==> src/rtl/pokey_aud_divider.sv <==
// pokey_aud_divider: AUDF compare registers, down-counters and borrow pulse
// generation for one POKEY audio channel pair (split 8-bit or joined 16-bit).
// Optional feature macro: POKEY_FAST_OFFSET_EN adds the fast-clock reload
// offsets (+3 per channel when split, +6 when joined); without it the fast
// bit only selects the tick source.
module pokey_aud_divider #(
  parameter int W = 8
) (
  input  logic         clk,
  input  logic         rst_n,
  input  logic         tick_base,
  input  logic         tick_fast,
  input  logic         fast_lo,
  input  logic         fast_hi,
  input  logic         join16,
  input  logic         audf_lo_wr,
  input  logic         audf_hi_wr,
  input  logic [W-1:0] wdata,
  input  logic         stimer,
  output logic         borrow_lo,
  output logic         borrow_hi
);

  localparam int SW = W + 1;
  localparam int JW = 2 * W + 1;

`ifdef POKEY_FAST_OFFSET_EN
  localparam logic [SW-1:0] SPLIT_OFS = SW'(3);
  localparam logic [JW-1:0] JOIN_OFS  = JW'(6);
`else
  localparam logic [SW-1:0] SPLIT_OFS = '0;
  localparam logic [JW-1:0] JOIN_OFS  = '0;
`endif

  typedef enum logic [1:0] {
    SPLIT  = 2'd0,
    JOINED = 2'd1,
    RESYNC = 2'd2
  } state_e;

  state_e          state_q, state_d;
  logic            joinLatched_q;
  logic [W-1:0]    audfLo_q, audfHi_q;
  logic [SW-1:0]   cntLo_q, cntHi_q;
  logic [JW-1:0]   cntJ_q;
  logic            borrowLo_q, borrowHi_q;

  logic            resyncReq;
  logic            countSplit;
  logic            countJoined;
  logic            doReload;
  logic            ceLo, ceHi;
  logic [SW-1:0]   reloadLo, reloadHi;
  logic [JW-1:0]   reloadJ;

  assign ceLo = fast_lo ? tick_fast : tick_base;
  assign ceHi = fast_hi ? tick_fast : tick_base;

  assign reloadLo = {1'b0, audfLo_q} + (fast_lo ? SPLIT_OFS : '0);
  assign reloadHi = {1'b0, audfHi_q} + (fast_hi ? SPLIT_OFS : '0);
  assign reloadJ  = {1'b0, audfHi_q, audfLo_q} + (fast_lo ? JOIN_OFS : '0);

  // FSM state register; reset parks the pair in RESYNC so counters get loaded
  always_ff @(posedge clk) begin
    if (!rst_n) state_q <= RESYNC;
    else        state_q <= state_d;
  end

  // Next state: RESYNC is a single cycle, a restart or mode change re-enters it
  always_comb begin
    state_d = state_q;
    case (state_q)
      RESYNC:        state_d = join16 ? JOINED : SPLIT;
      SPLIT, JOINED: if (resyncReq) state_d = RESYNC;
      default:       state_d = RESYNC;
    endcase
  end

  // FSM outputs: which datapath may count this cycle, and when to reload
  always_comb begin
    resyncReq   = (state_q != RESYNC) && (stimer || (join16 != joinLatched_q));
    countSplit  = (state_q == SPLIT) && !resyncReq;
    countJoined = (state_q == JOINED) && !resyncReq;
    doReload    = (state_q == RESYNC);
  end

  // Remember the mode chosen on leaving RESYNC so a later change can be seen
  always_ff @(posedge clk) begin
    if (!rst_n)                 joinLatched_q <= 1'b0;
    else if (state_q == RESYNC) joinLatched_q <= join16;
  end

  // AUDF registers; writes never touch the running counters
  always_ff @(posedge clk) begin
    if (!rst_n) begin
      audfLo_q <= '0;
      audfHi_q <= '0;
    end else begin
      if (audf_lo_wr) audfLo_q <= wdata;
      if (audf_hi_wr) audfHi_q <= wdata;
    end
  end

  // Lower split counter: count down on its enable, reload on borrow
  always_ff @(posedge clk) begin
    if (!rst_n)                  cntLo_q <= '0;
    else if (doReload)           cntLo_q <= reloadLo;
    else if (countSplit && ceLo) cntLo_q <= (cntLo_q == '0) ? reloadLo : cntLo_q - 1'b1;
  end

  // Upper split counter: same as the lower one but on its own enable
  always_ff @(posedge clk) begin
    if (!rst_n)                  cntHi_q <= '0;
    else if (doReload)           cntHi_q <= reloadHi;
    else if (countSplit && ceHi) cntHi_q <= (cntHi_q == '0) ? reloadHi : cntHi_q - 1'b1;
  end

  // Joined counter: one wide divider driven by the lower channel enable
  always_ff @(posedge clk) begin
    if (!rst_n)                   cntJ_q <= '0;
    else if (doReload)            cntJ_q <= reloadJ;
    else if (countJoined && ceLo) cntJ_q <= (cntJ_q == '0) ? reloadJ : cntJ_q - 1'b1;
  end

  // Registered one-cycle borrow pulses; joined borrows appear on the upper output
  always_ff @(posedge clk) begin
    if (!rst_n) begin
      borrowLo_q <= 1'b0;
      borrowHi_q <= 1'b0;
    end else begin
      borrowLo_q <= countSplit && ceLo && (cntLo_q == '0);
      borrowHi_q <= (countSplit && ceHi && (cntHi_q == '0)) ||
                    (countJoined && ceLo && (cntJ_q == '0));
    end
  end

  assign borrow_lo = borrowLo_q;
  assign borrow_hi = borrowHi_q;

endmodule
==> config.mk <==
export PLATFORM = sky130hd
export DESIGN_NAME = pokey_aud_divider
export DESIGN_NICKNAME = d
export VERILOG_FILES = /design/src/rtl/pokey_aud_divider.sv
export SDC_FILE = /design/constraint.sdc
export NUM_CORES = 1
export LEC_CHECK = 0
export ABC_AREA = 1
export ABC_CLOCK_PERIOD_IN_PS = 1700
export CORE_UTILIZATION = 60
export DETAILED_ROUTE_END_ITERATION = 7
export DONT_BUFFER_PORTS = 1
export MAX_ROUTING_LAYER = met4
export PLACE_DENSITY = 0.82
export SLEW_MARGIN = 30
export SYNTH_ARGS = -nofsm -noshare
export SYNTH_HDL_FRONTEND = slang
export SYNTH_SLANG_ARGS = --single-unit
export TNS_END_PERCENT = 100
==> constraint.sdc <==
create_clock -name clk -period 1.7 [get_ports clk]
set_input_delay 0.425 -clock clk [delete_from_list [all_inputs] [get_ports clk]]
set_output_delay 0.425 -clock clk [all_outputs]
set_load 0.005 [all_outputs]
; ---- Word level (Yosys, flattened, before mapping)
; Index checks and enable logic that the tools add are counted.
[word_totals]
regBits = 56
out_inout_bits = 2
word_cells = 56
in_bits = 18
[op_classes]
add_sub_neg = 3
n_eq_ne = 5
reduce_logical = 21
bitwise = 1
muxes = 14
[op_table]
columns = op, count
row1 = 16-bit two-way mux, 2
row2 = 8-bit two-way mux, 4
row3 = 9-bit logical NOT, 2
row4 = 9-bit two-way mux, 2
row5 = 9-bit by 1-bit subtractor with 9-bit output (second input constant), 2
row6 = 17-bit logical NOT, 1
row7 = 17-bit two-way mux, 1
row8 = 17-bit by 1-bit subtractor with 17-bit output (second input constant), 1
row9 = 1-bit logical AND, 9
row10 = 2-bit nonzero test, 3
row11 = 2-bit != test (second input constant), 2
row12 = 2-bit one-hot mux with 2 select lines, 1
row13 = 2-bit OR reduction, 2
row14 = 1-bit two-way mux, 3
row15 = 2-bit by 1-bit == test with 1-bit output (second input constant), 1
row16 = 2-bit == test (second input constant), 1
row17 = 2-bit logical NOT, 1
row18 = 1-bit logical OR, 2
row19 = 2-bit two-way mux, 1
row20 = 1-bit logical NOT, 1
row21 = 1-bit != test, 1
row22 = 1-bit inverter, 1

; ---- Logic depth before layout (Yosys ltp)
[depth]
ltp_word = 8
ltp_mapped = 12
mapped_depth_nobuf = 12

; ---- Worst setup path before layout
; Ideal clock, no wire load.
[synth_timing]
kind = register -> register
startpoint = register cntJ_q[0]
endpoint = register cntJ_q[13]
arrival_ps = 1281
setup_slack_ps = 298
path_stages_with_launch = 12
synth_period_minus_slack_ps = 1402
setup_ps = 121
cell_sequence = dfxtp_1 -> inv_1 -> ha_1 -> nand3_2 -> nor2_4 -> nand2_4 -> nand2_8 -> buf_12 -> nor2_2 -> nor2_2 -> nor2_1 -> nor2_1
[synth_between]
elab_chain_len = 4
elab_cells_between_ends = 5
classes_between = 1 x add/sub / 3 x mux / 1 x reduce/logical
[synth_lines]
columns = element, line
row1 = from (decl), 45  ; logic [JW-1:0] cntJ_q;
row2 = from (signal assigned), 121  ; else if (doReload) cntJ_q <= reloadJ;
row3 = from (signal assigned), 122  ; else if (countJoined && ceLo) cntJ_q <= (cntJ_q == '0) ? reloadJ : cntJ_q - 1'b1;
row4 = 17-bit by 1-bit subtractor with 17-bit output or 17-bit logical NOT (tied branches), 122
row5 = 17-bit two-way mux *, 122
row6 = 16-bit two-way mux *, 122
row7 = 16-bit two-way mux *, 121
; Mark *: on every way between the ends. The rest lies on a longest branch, timed or not. The select of a mux whose other input is x is not followed.
; A chain may end at the register's enable or synchronous reset.

; ---- Worst setup path after layout
; Ends and elaborated chain as after synthesis.

==> results.ini <==
[sta]
fmax_mhz = 638
finalSetupViolations = 0
worst_pin_slew_ps = 411
finalHoldViolCount = 0
fin_crit_ps = 1570
slew_headroom = 0.725
skew_ps = 8.92
slew_violations = 0
fin_crit_sh = 0.922

[floorplan]
initial_utilization = 0.641
io_pins = 20
fp.dieArea_sq_um = 5900
rows = 26
die_h_um = 76.8
die-width_um = 76.8
coreArea_sq_um = 5240

[route]
vias = 3145
finalWirelength_um = 7560
drc = 0
vias_per_cell = 5.50
post_drt_wl_per_cell_um = 13.2
drt_iter0_drc = 244
dr.pass1.iters = 5
antenna_left = 0

[place]
portBuffers = 0
place_hpwl_um = 5480
gp_congestion = 0.915

[power_and_ir_drop]
leakagePower_nw = 1.66
design_power_total_mw = 3.93
p_per_area_nw_per_um2 = 1130
max-vdd-ir-drop_mv = 0.634

[cts]
postCtsSetupRepairBufs = 0
h-tree-depth = 2
clock_latency_ps = 310
clock_path_buffers = 2
clk_pin_slew_ps = 90
cts_tree = done
post_cts_resized = 0
clkSinkCount = 56
ctsHoldBuffers = 0
ctsRootBufferMaster = clkbuf_8
cts_buffers = 5

[critical_path]
path_class = reg -> reg
critPathTopFamily = simple AND/OR/NAND/NOR gates
crit_buf_inv = 1
worst_setup_path_start_kind = flip-flop
reg2reg_to = cntJ_q[13]$_SDFFE_PN0P_
crit_fanout = 12
r2r_cells = 11
arrival_ps = 1760
crit_chain = inv_2, ha_2, nand3_2, nor2_4, nand2_4, nand2_8, nand2_1, nand2_1, nor2_2, nor2_1, nor2_1
cpMaxStageDelayCell = dfxtp_1
crit_path_end_kind = flip-flop
crit-reg2reg-launch = cntJ_q[0]$_SDFFE_PN0P_
ff2ff_setup_slack_ps = 130
worstSetupStartpoint = cntJ_q[0]$_SDFFE_PN0P_
cp_slowest_stage_delay_ps = 350
endpoint = cntJ_q[13]$_SDFFE_PN0P_
cp_num_cells = 11
required_ps = 1900

[global_route]
grt_first_pass_wirelength_um = 12200
grt_pass1_vias = 2755
antenna_found_initial = 0
overflow = 0
grt_max_degree = 48
track_usage = 0.265

[layout]
n_fill_cell = 474
layout_commonest_cell = nand2_1
num_antenna_cells = 0
layout_common_cells = nand2_1 (102), nor2_1 (67), inv_1 (65)
nNetsFinal = 523
final_core_util = 0.663
drive_above_1_share = 0.110
areaGrowthSynthToFinish_pct = 3.43

[logic_synthesis]
synthDistinctLibCells = 34
avgSynthCellArea_sq_um = 6.62
syn_area_sq_um = 3360
synth_nets = 529
syn_inst = 507
ys_seq_elements = 56
seq_area_frac_synth = 0.334
ys_warn_count = 0

[flow_run]
drv_cap = 0

[worst_hold_path]
hp-class = in -> reg

[run_status]
status = complete, no violations

## Yosys cell counts
master | number | area (sq um)
nand2_1 | 102 | 383
nor2_1 | 67 | 251
inv_1 | 66 | 248
dfxtp_1 | 56 | 1120
nand3_1 | 56 | 280
o21ai_0 | 35 | 175
a21oi_1 | 21 | 105
o21ai_1 | 13 | 65.1
nand2_2 | 12 | 75.1
nor2_2 | 10 | 62.6
xor2_1 | 9 | 78.8
clkbuf_1 | 7 | 26.3
nor2_4 | 6 | 67.6
buf_6 | 5 | 56.3
nand4_1 | 5 | 31.3
ha_1 | 4 | 50.1
nor3_1 | 4 | 20.0
xnor2_1 | 4 | 35.0
buf_4 | 3 | 22.5
or2_2 | 3 | 18.8
a21oi_2 | 2 | 17.5
inv_2 | 2 | 7.51
nand2_4 | 2 | 22.5
nand3_2 | 2 | 20.0
nand3b_1 | 2 | 15.0
buf_12 | 1 | 20.0
inv_4 | 1 | 6.26
nand2_8 | 1 | 20.0
nand3b_4 | 1 | 20.0
o211ai_1 | 1 | 7.51
o21a_1 | 1 | 7.51
o21ai_2 | 1 | 8.76
o22ai_1 | 1 | 6.26
or2_1 | 1 | 6.26
## how the worst min path moves through the flow
stage                                  from                 endpoint  slack (ps)  cells after the start
floorplan           cntLo_q[8]$_SDFFE_PP0P_  cntLo_q[8]$_SDFFE_PP0P_         430                      2
global route                          rst_n  cntLo_q[7]$_SDFFE_PN0P_         210                      2
global placement    cntHi_q[6]$_SDFFE_PN0P_  cntHi_q[6]$_SDFFE_PN0P_         460                      2
CTS                                   rst_n  state_q[1]$_SDFFE_PN1P_         190                      1
finish                                rst_n  state_q[1]$_SDFFE_PN1P_         190                      1
detailed placement  cntLo_q[8]$_SDFFE_PP0P_  cntLo_q[8]$_SDFFE_PP0P_         460                      2
## metal layers
metal,vias up,routed length [um],track usage
met5,-,0,-
met4,0,93,0.0750
met3,8,617,0.0524
met2,128,3460,0.416
met1,1416,3380,0.345
li1,1593,-,-
## flip-flops by register name, summed over array words and instances, names as in the netlist
name,flops
audfHi_q,8
audfLo_q,8
joinLatched_q,1
cntLo_q,9
borrow_hi,1
borrow_lo,1
cntJ_q,17
state_q,2
cntHi_q,9
## cell type report
class,count,area [sq um],area share
timing repair buffer,2,27.5,0.00793
sequential,56,1120,0.323
multi-input combinational,367,1880,0.542
clock inverter,1,7.51,0.00216
tap,70,87.6,0.0252
inverter,69,262,0.0753
clock buffer,7,86.3,0.0249
## power by group
group	internal (mW)	leakage, nW	switching, mW
Sequential	1.47	0.463	0.154
Combinational	0.558	1.15	0.975
Clock	0.332	0.0445	0.435
Total	2.36	1.66	1.56
## cells by family (layout without fill, tap and decap cells)
family                   after synthesis  after routing  synth area share
AO/OA/AOI/OAI                         75             75             0.117
XOR/XNOR                              13             13            0.0339
adder cells (fa/ha/maj)                4              4            0.0149
buffers and inverters                 85             79             0.115
flip-flops                            56             56             0.334
AND/OR/NAND/NOR                      274            275             0.385
## metrics by stage
| stage | instance area (sq um) | worst slack (ps) | instances | setup TNS (ps) | hold WS [ps] |
|---|---|---|---|---|---|
| 6_report | 3470 | 133 | 572 | 0 | 193 |
| 5_1_grt | 3470 | -7.93 | 572 | -7.93 | 215 |
| 4_1_cts | 3440 | 48.5 | 571 | 0 | 194 |
| 3_5_place_dp | 3350 | 81.4 | 563 | 0 | 462 |
| 3_3_place_gp | 3350 | 102 | 563 | 0 | 462 |
| 2_1_floorplan | 3360 | 298 | 507 | 0 | 432 |
Power figures use the tool's default switching activity.
